--- src/rtl/dm_store_merge_if.sv ---
// Store request channel from the MEM stage plus the word-wide DM port.
// The slave modport is the store-merge block; master is the requester/memory side.
interface dm_store_merge_if #(
    parameter int ADDR_W = 32
);
    logic              req_valid;
    logic              req_ready;
    logic [ADDR_W-1:0] req_addr;
    logic [31:0]       req_wdata;
    logic [1:0]        req_op;
    logic [ADDR_W-1:0] mem_addr;
    logic              mem_rd;
    logic [31:0]       mem_rdata;
    logic              mem_we;
    logic [31:0]       mem_wdata;
    logic              done;
    logic              err;

    modport master (
        output req_valid, req_addr, req_wdata, req_op, mem_rdata,
        input  req_ready, mem_addr, mem_rd, mem_we, mem_wdata, done, err
    );

    modport slave (
        input  req_valid, req_addr, req_wdata, req_op, mem_rdata,
        output req_ready, mem_addr, mem_rd, mem_we, mem_wdata, done, err
    );
endinterface

--- src/rtl/dm_store_merge.sv ---
// Performs sw/sh/sb against a DM without byte enables: full words are written
// directly, sub-word stores do read-merge-write, misaligned/illegal ops are rejected.
module dm_store_merge #(
    parameter int ADDR_W = 32
) (
    input logic            clk,
    input logic            reset,
    dm_store_merge_if.slave bus
);
    typedef enum logic [2:0] {IDLE, RD, MRG, WR, RESP} state_t;

    state_t            state;
    state_t            next_state;
    logic [ADDR_W-1:0] addr_q;
    logic [15:0]       wdata_q;
    logic [1:0]        op_q;
    logic [31:0]       merged_q;
    logic              err_q;
    logic              accept;
    logic              legal;
    logic [31:0]       merge_word;
    logic [ADDR_W-1:0] word_addr;

    assign accept    = bus.req_valid && (state == IDLE);
    assign word_addr = {addr_q[ADDR_W-1:2], 2'b00};

    always_comb begin
        legal = 1'b0;
        case (bus.req_op)
            2'b00:   legal = (bus.req_addr[1:0] == 2'b00);
            2'b01:   legal = ~bus.req_addr[0];
            2'b10:   legal = 1'b1;
            default: legal = 1'b0;
        endcase
    end

    always_ff @(posedge clk) begin
        if (reset) state <= IDLE;
        else       state <= next_state;
    end

    always_comb begin
        next_state = state;
        case (state)
            IDLE: begin
                if (accept) begin
                    if (!legal)                  next_state = RESP;
                    else if (bus.req_op == 2'b00) next_state = WR;
                    else                         next_state = RD;
                end
            end
            RD:      next_state = MRG;
            MRG:     next_state = WR;
            WR:      next_state = RESP;
            RESP:    next_state = IDLE;
            default: next_state = IDLE;
        endcase
    end

    // Only SH and SB ever reach MRG, so anything that is not SH is a byte lane.
    always_comb begin
        merge_word = bus.mem_rdata;
        if (op_q == 2'b01) begin
            if (addr_q[1]) merge_word[31:16] = wdata_q;
            else           merge_word[15:0]  = wdata_q;
        end else begin
            case (addr_q[1:0])
                2'b00:   merge_word[7:0]   = wdata_q[7:0];
                2'b01:   merge_word[15:8]  = wdata_q[7:0];
                2'b10:   merge_word[23:16] = wdata_q[7:0];
                default: merge_word[31:24] = wdata_q[7:0];
            endcase
        end
    end

    // A full-word store takes its write data straight from the request;
    // sub-word stores overwrite it with the merged word in MRG.
    always_ff @(posedge clk) begin
        if (reset) begin
            addr_q   <= '0;
            wdata_q  <= '0;
            op_q     <= '0;
            merged_q <= '0;
            err_q    <= 1'b0;
        end else if (accept) begin
            addr_q   <= bus.req_addr;
            wdata_q  <= bus.req_wdata[15:0];
            op_q     <= bus.req_op;
            merged_q <= bus.req_wdata;
            err_q    <= ~legal;
        end else if (state == MRG) begin
            merged_q <= merge_word;
        end
    end

    always_comb begin
        bus.req_ready = 1'b0;
        bus.mem_rd    = 1'b0;
        bus.mem_we    = 1'b0;
        bus.mem_addr  = '0;
        bus.mem_wdata = '0;
        bus.done      = 1'b0;
        bus.err       = 1'b0;
        case (state)
            IDLE: bus.req_ready = 1'b1;
            RD: begin
                bus.mem_rd   = 1'b1;
                bus.mem_addr = word_addr;
            end
            WR: begin
                bus.mem_we    = 1'b1;
                bus.mem_addr  = word_addr;
                bus.mem_wdata = merged_q;
            end
            RESP: begin
                bus.done = 1'b1;
                bus.err  = err_q;
            end
            default: ;
        endcase
    end
endmodule

--- src/flat_wrapper.sv ---
// flat-port wrapper written by rule: the top's interface ports become plain ports
module dm_store_merge_flat 
#(
    parameter int ADDR_W = 32
)
  (clk, reset, bus_req_valid, bus_req_addr, bus_req_wdata, bus_req_op, bus_mem_rdata, bus_req_ready, bus_mem_addr, bus_mem_rd, bus_mem_we, bus_mem_wdata, bus_done, bus_err);
  dm_store_merge_if #(.ADDR_W(ADDR_W)) bus_i ();
  input logic clk;
  input logic reset;
  input wire logic [$bits(bus_i.req_valid)-1:0] bus_req_valid;
  input wire logic [$bits(bus_i.req_addr)-1:0] bus_req_addr;
  input wire logic [$bits(bus_i.req_wdata)-1:0] bus_req_wdata;
  input wire logic [$bits(bus_i.req_op)-1:0] bus_req_op;
  input wire logic [$bits(bus_i.mem_rdata)-1:0] bus_mem_rdata;
  output wire logic [$bits(bus_i.req_ready)-1:0] bus_req_ready;
  output wire logic [$bits(bus_i.mem_addr)-1:0] bus_mem_addr;
  output wire logic [$bits(bus_i.mem_rd)-1:0] bus_mem_rd;
  output wire logic [$bits(bus_i.mem_we)-1:0] bus_mem_we;
  output wire logic [$bits(bus_i.mem_wdata)-1:0] bus_mem_wdata;
  output wire logic [$bits(bus_i.done)-1:0] bus_done;
  output wire logic [$bits(bus_i.err)-1:0] bus_err;
  assign bus_i.req_valid = bus_req_valid;
  assign bus_i.req_addr = bus_req_addr;
  assign bus_i.req_wdata = bus_req_wdata;
  assign bus_i.req_op = bus_req_op;
  assign bus_i.mem_rdata = bus_mem_rdata;
  assign bus_req_ready = bus_i.req_ready;
  assign bus_mem_addr = bus_i.mem_addr;
  assign bus_mem_rd = bus_i.mem_rd;
  assign bus_mem_we = bus_i.mem_we;
  assign bus_mem_wdata = bus_i.mem_wdata;
  assign bus_done = bus_i.done;
  assign bus_err = bus_i.err;
  dm_store_merge #(.ADDR_W(ADDR_W)) u_core (.clk(clk), .reset(reset), .bus(bus_i));
endmodule
--- config.mk ---
export PLATFORM = sky130hd
export DESIGN_NAME = dm_store_merge_flat
export DESIGN_NICKNAME = d
export VERILOG_FILES = /design/src/rtl/dm_store_merge_if.sv /design/src/rtl/dm_store_merge.sv /design/src/flat_wrapper.sv
export SDC_FILE = /design/constraint.sdc
export NUM_CORES = 1
export LEC_CHECK = 0
export BUFFER_PORTS_ARGS = -buffer_cell sky130_fd_sc_hd__buf_2
export CORE_MARGIN = 4
export CORE_UTILIZATION = 47
export CTS_BUF_LIST = sky130_fd_sc_hd__clkbuf_4 sky130_fd_sc_hd__clkbuf_8
export DETAILED_ROUTE_END_ITERATION = 7
export GPL_TIMING_DRIVEN = 0
export PLACE_DENSITY_LB_ADDON = 0.1
export SYNTH_ARGS = -nofsm -noshare
export SYNTH_HDL_FRONTEND = slang
export SYNTH_SLANG_ARGS = --single-unit
--- constraint.sdc ---
create_clock -name clk -period 1.7 [get_ports clk]
set_input_delay 0.34 -clock clk [delete_from_list [all_inputs] [get_ports clk]]
set_output_delay 0.34 -clock clk [all_outputs]
set_load 0.02 [all_outputs]
# Word-level counts from Yosys, hierarchy flattened
# Index checks and enable logic that the tools add are counted.
# word_totals
reg_bits	86
latchBits	0
ramBits	0
mem_bits_ro	0
in_bits	101
output_inout_bits	69
elab_cells	47
memories	0
# op_classes
addsub	0
mul	0
n_div	0
magnitude_cmp	0
eq_ne	10
shifts	0
mux	21
bitwise	2
reduce_logical	8
# op_table
operator	n
$mux 32	5
$mux 16	2
$mux 8	4
$pmux 3 s4	1
$eq 2x1->1 const B	3
$eq 3x2->1 const B	2
$logic_not 2->1	3
$mux 3	2
$mux 1	5
$eq 2x2->1 const B	2
$eq 3x1->1 const B	1
$eq 3x3->1 const B	1
$logic_not 3->1	1
$pmux 1 s3	1
$reduce_or 3->1	1
$mux 2	1
$ne 2x1->1 const B	1
$not 1->1	2
$reduce_bool 2->1	1
$reduce_or 2->1	1
$logic_and 1x1->1	1

# Logic depth before layout (Yosys ltp)
# Gate-level depths: netlist (run 1).
# logic_depth
word_depth	6
depth_mapped	7
mapped_depth_nobuf	4

# Worst setup path after synthesis (run 1)
# OpenSTA, ideal clock, no wires.
# synth_timing
path_kind	register to output
from	register u_core.state[1]
to	output port bus_mem_wdata[24]
t_arrival_ns	1.393
required_ns	1.360
slack_ns	-0.033
stages_incl_launch_ff	5
n_path_buf	3
cell_sequence	dfxtp_1 > clkbuf_1 > buf_2 > clkbuf_1 > and3_1
# synth_via
elab_chain_len	2
# synth_rtl
item	line_no	source
start: declaration	dm_store_merge.sv:12	state_t state;
start signal: assignment	dm_store_merge.sv:39	else state <= next_state;
$eq 3x2->1	dm_store_merge.sv:104	case (state)
$mux 32	dm_store_merge.sv:104	
end: declaration	flat_wrapper.sv:19	output wire logic [$bits(bus_i.mem_wdata)-1:0] bus_mem_wdata;
# Every way passes these cells.

# Final worst setup path (run 1)
# layout_timing
from	register u_core.state[2]
to	register u_core.addr_q[16]
# layout_via
elab_chain_len	2
# layout_rtl
item	line_no	source
$logic_not 3->1	dm_store_merge.sv:24	assign accept = bus.req_valid && (state == IDLE);
$logic_and 1x1->1	dm_store_merge.sv:24	
end signal: assignment	dm_store_merge.sv:86	addr_q <= bus.req_addr;
end: declaration	dm_store_merge.sv:14	logic [ADDR_W-1:0] addr_q;
# Every way passes these cells.
# A chain may end at the register's enable or synchronous reset.

==> impl_metrics.json, run 1 <==
{
  "grt_antenna_before_repair": 2,
  "avgRoutedWirePerCell_um": 20.4,
  "r2r_cells": 7,
  "synth_area_per_cell_um2": 7.87,
  "status": "finished, violations left",
  "cts_buffers": 9,
  "portBuffers": 166,
  "ys_seq_area_frac": 0.368,
  "pin_count": 170,
  "utilization": 0.823,
  "grt_pass1_vias": 4997,
  "clk_latency_ns": 0.37,
  "synth_warnings": 0,
  "maxCapViolations": 0,
  "cp_max_fo": 7,
  "clk_path_buf_depth": 2,
  "htree_levels": 3,
  "synth_area_leaders": "dfxtp_1 (37%), nand2_1 (8.9%), a21oi_1 (8.0%)",
  "grt_usage": 0.277,
  "postSynthCellCount": 594,
  "nFillCells": 593,
  "fin_nets": 904,
  "min-delay-start": "bus_req_addr[4]",
  "maxSlewHeadroom": 0.494,
  "timing.final.crit_share": 1.14,
  "die_w_um": 108,
  "whs_endpoint": "u_core.addr_q[4]",
  "p_per_area_nw_per_um2": 788,
  "wl_mm": 19.2,
  "dpl.hpwl_mm": 11.2,
  "synth_seq_cells": 86,
  "critPathCaptureType": "flip-flop",
  "clk_pin_slew_ns": 0.10,
  "grt_overflow": 0,
  "cts_tree": "built",
  "grt_max_degree": 15,
  "synthDistinctLibCells": 37,
  "cp-start-kind": "flip-flop",
  "skew_ns": 0.0178,
  "violations": "setup timing",
  "r2r-end": "u_core.addr_q[16]",
  "num_rows": 36,
  "detail-route-antenna-nets": 0,
  "syn_area_um2": 4670,
  "drive_gt1_frac": 0.582,
  "layout_commonest_cell": "buf_2",
  "worstHoldPathCells": 3,
  "grt_pass1_wl_mm": 25.3,
  "firstDrtPassIters": 5,
  "rsz0062_at_grt": "true",
  "setup.worst_path.start": "u_core.state[2]",
  "cp.required_ns": 1.92,
  "gp_congestion": 0.869,
  "cts_hold_buffers": 0,
  "layout_setup_ws_ns": -0.243,
  "core_um2": 9730,
  "die_area_um2": 11600,
  "num_vias": 5427,
  "leakage_nw": 3.60,
  "regArea_um2": 1730,
  "clock-sinks": 86,
  "cts-root-buf": "clkbuf_8",
  "yosys.area.top_type": "dfxtp_1",
  "drt_iter0_markers": 391,
  "worstMarginPinSlew_ns": 0.759,
  "setup_violations": 142,
  "layout_common_cells": "buf_2 (105), dfxtp_1 (83), buf_6 (72), nand2_1 (62), a21oi_2 (43)",
  "hold_class": "in -> reg",
  "areaGrowthSynthToFinish_pct": 71.3,
  "start_util": 0.480,
  "r2r_start": "u_core.state[2]",
  "fmax_mhz": 515,
  "die-height_um": 108,
  "ff2ff_setup_slack_ns": -0.24,
  "min_period_ns": 1.94,
  "path_class": "reg -> reg",
  "hold_viol_final": 0,
  "vias_per_cell": 5.76,
  "drc": 0,
  "synth_top_area_share": 0.368,
  "dp_slack_ns": -0.574,
  "report.final.slew_viol_count": 0,
  "critPathArrivalTime_ns": 2.16,
  "multi_input_area_um2": 3490,
  "vdd_drop_max_mv": 0.604
}
[registers in the layout (all words and copies together) (netlist names)]
register	cells
u_core.addr_q	32
u_core.state	3
u_core.wdata_q	16
u_core.op_q	2
u_core.err_q	1
u_core.merged_q	32
[layer usage]
layer | wire, um | vias up | part of all wire | track usage
met2 | 9560 | 290 | 0.50 | 0.462
met4 | 735 | 2 | 0.038 | 0.109
met1 | 7130 | 2595 | 0.37 | 0.341
li1 | - | 2477 | - | -
met5 | 7 | - | 0.00036 | 0
met3 | 1770 | 63 | 0.092 | 0.0708
[cells in the mapped netlist]
library cell  number
o21ai_2            1
and3_1            33
dfxtp_1           86
buf_2             14
a2111oi_0          9
nor3_2             8
a21boi_0           1
o21ba_1            1
o21a_1             2
mux2i_1           24
nor4_1             1
o31ai_1            1
clkbuf_1          27
inv_1              9
nand2_1          111
nor4b_4            1
nand3_1           24
a32o_1             8
nand2b_1           1
buf_1              2
a21oi_1           75
buf_4              7
mux2_2            16
a311oi_1           8
buf_6             10
or3_1              1
nor2_1            45
nor3_1             2
nor2_4             1
and2_1            33
o2bb2a_1           1
conb_1             1
o21ai_0            8
nor2b_1            5
or4b_4             1
a21o_1             8
a221o_1            8
[cell families (layout without fill, tap and decap cells)]
group / Yosys count / count (layout) / share of synthesized area
buffers and inverters: 69 / 282 / 0.0808
and+or+nand+nor: 267 / 267 / 0.280
DFF: 86 / 86 / 0.368
muxes: 40 / 40 / 0.0899
other: 1 / 3 / 0.000802
AOI/OAI and AO/OA: 131 / 131 / 0.180
[through the flow]
step                      power [mW]  hold WS (ns)  std cells  setup TNS (ns)  area (um2)
after global placement          3.67         0.438        894          -37.99        5680
after global routing            6.55         0.204        942          -27.57        8010
after detailed placement        3.71         0.444        894          -39.83        5680
after floorplan                 3.27         0.432        595               0        4680
after CTS                       5.57         0.198        920          -15.66        6730
final                           6.31         0.210        942          -23.33        8010
[worst max-delay path, stage by stage (launching register included)]
cell       delay (ns)
dfxtp_4          0.39
buf_6            0.12
buf_6            0.12
or4b_4           0.64
clkbuf_16        0.22
buf_8            0.14
nand2_1          0.08
a21oi_1          0.07
[what timing repair did]
| action | CTS | global route |
|---|---|---|
| cloned | 6 | 8 |
| setup endpoints to repair | 140 | 149 |
| pin swaps | 25 | 97 |
| gates resized for setup | 207 | 278 |
| setup buffers | 6 | 16 |
[power by group]
group          total (mW)  switching, mW  internal [mW]
registers            2.44          0.212           2.22
logic                2.19           1.13           1.06
clock network        1.68          0.794          0.888
total                6.31           2.14           4.17
[worst max-delay path by stage]
stage	depth (start not counted)	endpoint
global route	7	u_core.addr_q[16]
global placement	6	bus_mem_wdata[13]
floorplan	5	bus_mem_wdata[10]
detailed placement	6	bus_mem_wdata[13]
CTS	6	bus_mem_wdata[11]
finish	7	u_core.addr_q[16]
[cell type report]
| cell class | instances | share of cell area |
|---|---|---|
| clock buffer | 11 | 0.0181 |
| clock inverter | 5 | 0.0103 |
| inverter | 9 | 0.00422 |
| sequential | 86 | 0.216 |
| multi-input combinational | 440 | 0.436 |
| antenna | 1 | 0.000312 |
| tap | 133 | 0.0208 |
| buffer | 56 | 0.0791 |
| timing repair buffer | 201 | 0.215 |
Note: power is estimated with default switching activity, not from simulation.
==> run 2, diff against run 1 <==
--- a/config.mk
+++ b/config.mk
@@ -12,6 +12,7 @@
 export DETAILED_ROUTE_END_ITERATION = 7
 export GPL_TIMING_DRIVEN = 0
 export PLACE_DENSITY_LB_ADDON = 0.1
+export RECOVER_POWER = 50
 export SYNTH_ARGS = -nofsm -noshare
 export SYNTH_HDL_FRONTEND = slang
 export SYNTH_SLANG_ARGS = --single-unit
==> impl_metrics.json, run 2 (synthesis results as in run 1) <==
{
  "status": "finished, violations left",
  "violations": "setup timing",
  "rsz0062_at_grt": "true",
  "wl_mm": 19.2,
  "dp_slack_ns": -0.574,
  "utilization": 0.823,
  "drive_gt1_frac": 0.580,
  "critPathCaptureType": "flip-flop",
  "netSwitchingFraction": 0.339,
  "clk_latency_ns": 0.37,
  "clk_path_buf_depth": 2,
  "fmax_mhz": 516,
  "seq_power_share": 0.386,
  "drt_iter0_markers": 395,
  "start_util": 0.480,
  "gp_congestion": 0.869,
  "grt_overflow": 0,
  "multi_input_area_um2": 3490,
  "areaGrowthSynthToFinish_pct": 71.3,
  "report.final.slew_viol_count": 0,
  "avgRoutedWirePerCell_um": 20.4,
  "p_sw_mw": 2.14,
  "leakage_nw": 3.60,
  "whs_endpoint": "u_core.addr_q[4]",
  "vias_per_cell": 5.75,
  "dpl.hpwl_mm": 11.2,
  "cp_slowest_cell": "or4b_4",
  "cts-root-buf": "clkbuf_8",
  "critPathArrivalTime_ns": 2.16,
  "cp_max_fo": 7,
  "path_cells": "buf_6, buf_6, or4b_4, clkbuf_16, buf_8, nand2_1, a21oi_1",
  "grt_pass1_wl_mm": 25.3,
  "core_um2": 9730,
  "layout_setup_ws_ns": -0.237,
  "design_area_um2": 8010,
  "ff2ff_setup_slack_ns": -0.24,
  "layout_common_cells": "buf_2 (103), dfxtp_1 (83), buf_6 (72), nand2_1 (62), a21oi_2 (43)",
  "placed_cell_area_um2": 5680,
  "die-height_um": 108,
  "skew_ns": 0.0176,
  "hold_viol_final": 0,
  "worstHoldPathCells": 3,
  "clk_pin_slew_ns": 0.10,
  "drc": 0,
  "cts_hold_buffers": 0,
  "regArea_um2": 1730,
  "fin_nets": 904,
  "cp.required_ns": 1.92,
  "clock-sinks": 86,
  "cts_tree": "built",
  "timing.final.crit_share": 1.14,
  "maxSlewHeadroom": 0.494,
  "die_area_um2": 11600,
  "slowest_delay_ns": 0.64,
  "grt_max_degree": 15,
  "grt_antenna_before_repair": 2,
  "layout_commonest_cell": "buf_2",
  "grt_pass1_vias": 4997,
  "vdd_drop_max_mv": 0.604,
  "min-delay-start": "bus_req_addr[4]",
  "p_per_area_nw_per_um2": 788,
  "detail-route-antenna-nets": 0,
  "grt_usage": 0.277,
  "r2r_cells": 7,
  "min_period_ns": 1.94,
  "r2r-end": "u_core.addr_q[16]",
  "combPwrFrac": 0.347,
  "htree_levels": 3,
  "worstMarginPinSlew_ns": 0.759,
  "maxCapViolations": 0,
  "pin_count": 170,
  "hold_class": "in -> reg",
  "p_int_mw": 4.17,
  "num_vias": 5421,
  "die_w_um": 108,
  "firstDrtPassIters": 5,
  "top_regs": "u_core.addr_q: 32 flops, u_core.merged_q: 32 flops, u_core.wdata_q: 16 flops",
  "nFillCells": 593,
  "setup_violations": 142,
  "cts_buffers": 9,
  "portBuffers": 166,
  "num_rows": 36,
  "path_class": "reg -> reg",
  "power_mw": 6.31,
  "cp-start-kind": "flip-flop",
  "pwr-share-clk": 0.266,
  "cpMostUsedCell": "buf_6",
  "r2r_start": "u_core.state[2]"
}
## run 2: timing repair
action / in CTS / in global routing
resized for setup: 207 / 278
cloned: 6 / 8
pin swaps: 25 / 97
setup endpoints to repair: 140 / 149
setup buffers: 6 / 16
## run 2: area by class of cell
type / count / area share
antenna: 1 / 0.000313
buffer: 56 / 0.0789
clock buffer: 11 / 0.0181
clock inverter: 5 / 0.0103
inverter: 9 / 0.00422
multi-input combinational: 440 / 0.436
sequential: 86 / 0.216
tap: 133 / 0.0208
timing repair buffer: 201 / 0.215
## run 2: per-layer routing
metal	up-vias	wire length (um)	GRT usage
li1	2476	-	-
met3	62	1780	0.0708
met1	2578	7120	0.341
met2	303	9560	0.462
met4	2	728	0.109
met5	-	7	0
## run 2: worst max-delay path, delay by kind of cell (launching register included)
family                 cells  cell delay (ns)
flip-flops                 1             0.39
AND/OR/NAND/NOR            2             0.72
AO/OA/AOI/OAI              1             0.07
buffers and inverters      4             0.60
## run 2: per-stage QoR
| stage | setup TNS, ns | hold slack [ns] | cells |
|---|---|---|---|
| after floorplan | 0 | 0.432 | 595 |
| after global placement | -37.99 | 0.438 | 894 |
| after detailed placement | -39.83 | 0.444 | 894 |
| after CTS | -15.66 | 0.198 | 920 |
| after global routing | -27.61 | 0.204 | 942 |
| final | -22.63 | 0.210 | 942 |
## run 2: how the worst max path moves through the flow
stage | startpoint | end | slack (ns) | depth (start not counted)
after global placement | u_core.state[0] | bus_mem_wdata[13] | -0.60 | 6
after detailed placement | u_core.state[0] | bus_mem_wdata[13] | -0.57 | 6
final | u_core.state[2] | u_core.addr_q[16] | -0.24 | 7
after CTS | u_core.state[0] | bus_mem_wdata[11] | -0.25 | 6
after global routing | u_core.state[2] | u_core.addr_q[16] | -0.28 | 7
after floorplan | u_core.state[0] | bus_mem_wdata[10] | 0.05 | 5
## run 2: power by group through the flow
stage	combinational, mW	clock, mW	sequential [mW]
2_1_floorplan	0.923	0	2.35
3_3_place_gp	1.28	0	2.39
3_5_place_dp	1.31	0	2.40
5_1_grt	2.33	1.77	2.45
4_1_cts	1.52	1.68	2.37
6_report	2.19	1.68	2.44
==> run 3, diff against run 2 <==
--- a/config.mk
+++ b/config.mk
@@ -5,11 +5,11 @@
 export SDC_FILE = /design/constraint.sdc
 export NUM_CORES = 1
 export LEC_CHECK = 0
-export BUFFER_PORTS_ARGS = -buffer_cell sky130_fd_sc_hd__buf_2
 export CORE_MARGIN = 4
-export CORE_UTILIZATION = 47
+export CORE_UTILIZATION = 60
 export CTS_BUF_LIST = sky130_fd_sc_hd__clkbuf_4 sky130_fd_sc_hd__clkbuf_8
 export DETAILED_ROUTE_END_ITERATION = 7
+export DONT_BUFFER_PORTS = 1
 export GPL_TIMING_DRIVEN = 0
 export PLACE_DENSITY_LB_ADDON = 0.1
 export RECOVER_POWER = 50
==> impl_metrics.json, run 3 (synthesis results as in run 1) <==
{
  "report.final.slew_viol_count": 0,
  "hold_viol_final": 0,
  "start_util": 0.631,
  "hold_class": "in -> reg",
  "cp_max_fo": 8,
  "setup.worst_path.start": "u_core.state[2]",
  "core_um2": 7410,
  "grt_pass1_wl_mm": 22.7,
  "path_class": "reg -> out",
  "layout_commonest_cell": "nand2_1",
  "drt_iter0_markers": 329,
  "gp_congestion": 0.945,
  "wl_mm": 15.7,
  "cp_slowest_cell": "dfxtp_1",
  "grt_antenna_before_repair": 0,
  "clk_path_buf_depth": 2,
  "maxSlewHeadroom": 0.558,
  "grt_max_degree": 17,
  "drc": 0,
  "slowest_delay_ns": 0.32,
  "vias_per_cell": 6.29,
  "cp.required_ns": 1.36,
  "grt_pass1_vias": 4489,
  "tns_ns": -11.05,
  "clock-sinks": 86,
  "detail-route-antenna-nets": 0,
  "drive_gt1_frac": 0.304,
  "areaGrowthSynthToFinish_pct": 23.4,
  "utilization": 0.779,
  "firstDrtPassIters": 6,
  "diodes": 0,
  "skew_ns": 0.0129,
  "fmax_mhz": 527,
  "portBuffers": 0,
  "rsz0062_at_grt": "true",
  "dpl.hpwl_mm": 10.3,
  "die-height_um": 96.3,
  "crit_end": "bus_mem_wdata[15]",
  "avgRoutedWirePerCell_um": 21.5,
  "cts_tree": "built",
  "r2r-end": "u_core.merged_q[23]",
  "grt_overflow": 0,
  "r2r_cells": 6,
  "cts-root-buf": "clkbuf_8",
  "status": "finished, violations left",
  "critPathArrivalTime_ns": 1.56,
  "layout_setup_ws_ns": -0.197,
  "vdd_drop_max_mv": 0.541,
  "timing.final.crit_share": 1.12,
  "fin_cells": 731,
  "top_regs": "u_core.addr_q: 32 flops, u_core.merged_q: 32 flops, u_core.wdata_q: 16 flops",
  "htree_levels": 3,
  "cts_hold_buffers": 0,
  "ff2ff_setup_slack_ns": -0.11,
  "num_rows": 31,
  "cp-start-kind": "flip-flop",
  "fin_nets": 728,
  "maxCapViolations": 0,
  "worstMarginPinSlew_ns": 0.663,
  "p_per_area_nw_per_um2": 907,
  "path_cells": "buf_6, nor2b_4, clkbuf_16, clkbuf_8, and3_4",
  "r2r_start": "u_core.state[0]",
  "die_area_um2": 9270,
  "min_period_ns": 1.90,
  "cts_buffers": 9,
  "setup_violations": 83,
  "die_w_um": 96.3,
  "num_vias": 4601,
  "critPathCaptureType": "primary output",
  "place_inst": 694,
  "clk_pin_slew_ns": 0.10,
  "grt_usage": 0.324,
  "nFillCells": 539,
  "layout_common_cells": "nand2_1 (107), dfxtp_1 (84), a21oi_1 (73), nor2_1 (43), and3_4 (32)",
  "leakage_nw": 2.31,
  "pin_count": 170,
  "clk_latency_ns": 0.37,
  "violations": "setup timing"
}
run 3: cell types whose count changed in the layout (fill, tap and decap cells not counted), moves of 8 or more:
cell / before / now
nor2_1: 29 / 43
a21oi_2: 43 / 2
a21oi_1: 32 / 73
buf_2: 103 / 4
buf_6: 72 / 10
nand2_4: 42 / 0
nand2_1: 62 / 107
buf_8: 14 / 2
nor2_4: 9 / 1
run 3: per-layer routing:
metal	up-vias	part of all wire	global-route usage
met5	-	0	0
met4	0	0.041	0.146
met3	58	0.13	0.109
met2	273	0.47	0.533
met1	2153	0.37	0.381
li1	2117	-	-
run 3: repair_timing:
action / in CTS / in global routing
setup endpoints to repair: 100 / 137
gates cloned: 5 / 0
pin swaps: 41 / 7
resized for setup: 192 / 34
setup buffers: 11 / 8
run 3: worst max-delay path, delay by kind of cell, from the launching register on:
kind | cells | cell delay [ns]
buf+inv | 3 | 0.49
flops | 1 | 0.32
simple gates | 2 | 0.38
run 3: cell type report:
cell class / count / area [um2] / area share
multi-input combinational: 440 / 2890 / 0.502
sequential: 86 / 1730 / 0.299
buffer: 57 / 571 / 0.0989
timing repair buffer: 24 / 243 / 0.0421
clock buffer: 9 / 124 / 0.0215
tap: 99 / 124 / 0.0215
clock inverter: 7 / 55.1 / 0.00954
inverter: 9 / 33.8 / 0.00585
run 3: per-stage QoR:
step	setup slack [ns]	hold slack, ns	power, mW	area, um2
finish	-0.197	0.0892	5.24	5770
global route	-0.213	0.0876	5.46	5770
floorplan	0.0530	0.432	3.27	4680
global placement	-0.507	0.437	3.52	4810
CTS	-0.199	0.0821	5.12	5650
detailed placement	-0.561	0.442	3.56	4810
run 3: worst min-delay path by stage:
| stage | startpoint | end | slack, ns | cells after the start |
|---|---|---|---|---|
| 2_1_floorplan | u_core.addr_q[10] | u_core.addr_q[10] | 0.43 | 2 |
| 4_1_cts | bus_req_wdata[5] | u_core.wdata_q[5] | 0.08 | 2 |
| 6_report | bus_req_wdata[4] | u_core.wdata_q[4] | 0.09 | 2 |
| 3_5_place_dp | u_core.addr_q[29] | u_core.addr_q[29] | 0.44 | 2 |
| 3_3_place_gp | u_core.addr_q[4] | u_core.addr_q[4] | 0.44 | 2 |
| 5_1_grt | bus_req_addr[11] | u_core.addr_q[11] | 0.09 | 2 |
run 3: power by group:
| group | internal (mW) | leakage, nW | total [mW] | switching [mW] |
|---|---|---|---|---|
| sequential | 2.22 | 0.709 | 2.38 | 0.160 |
| combinational | 0.668 | 1.52 | 1.49 | 0.819 |
| clock | 0.546 | 0.0866 | 1.36 | 0.818 |
| total | 3.44 | 2.31 | 5.24 | 1.80 |
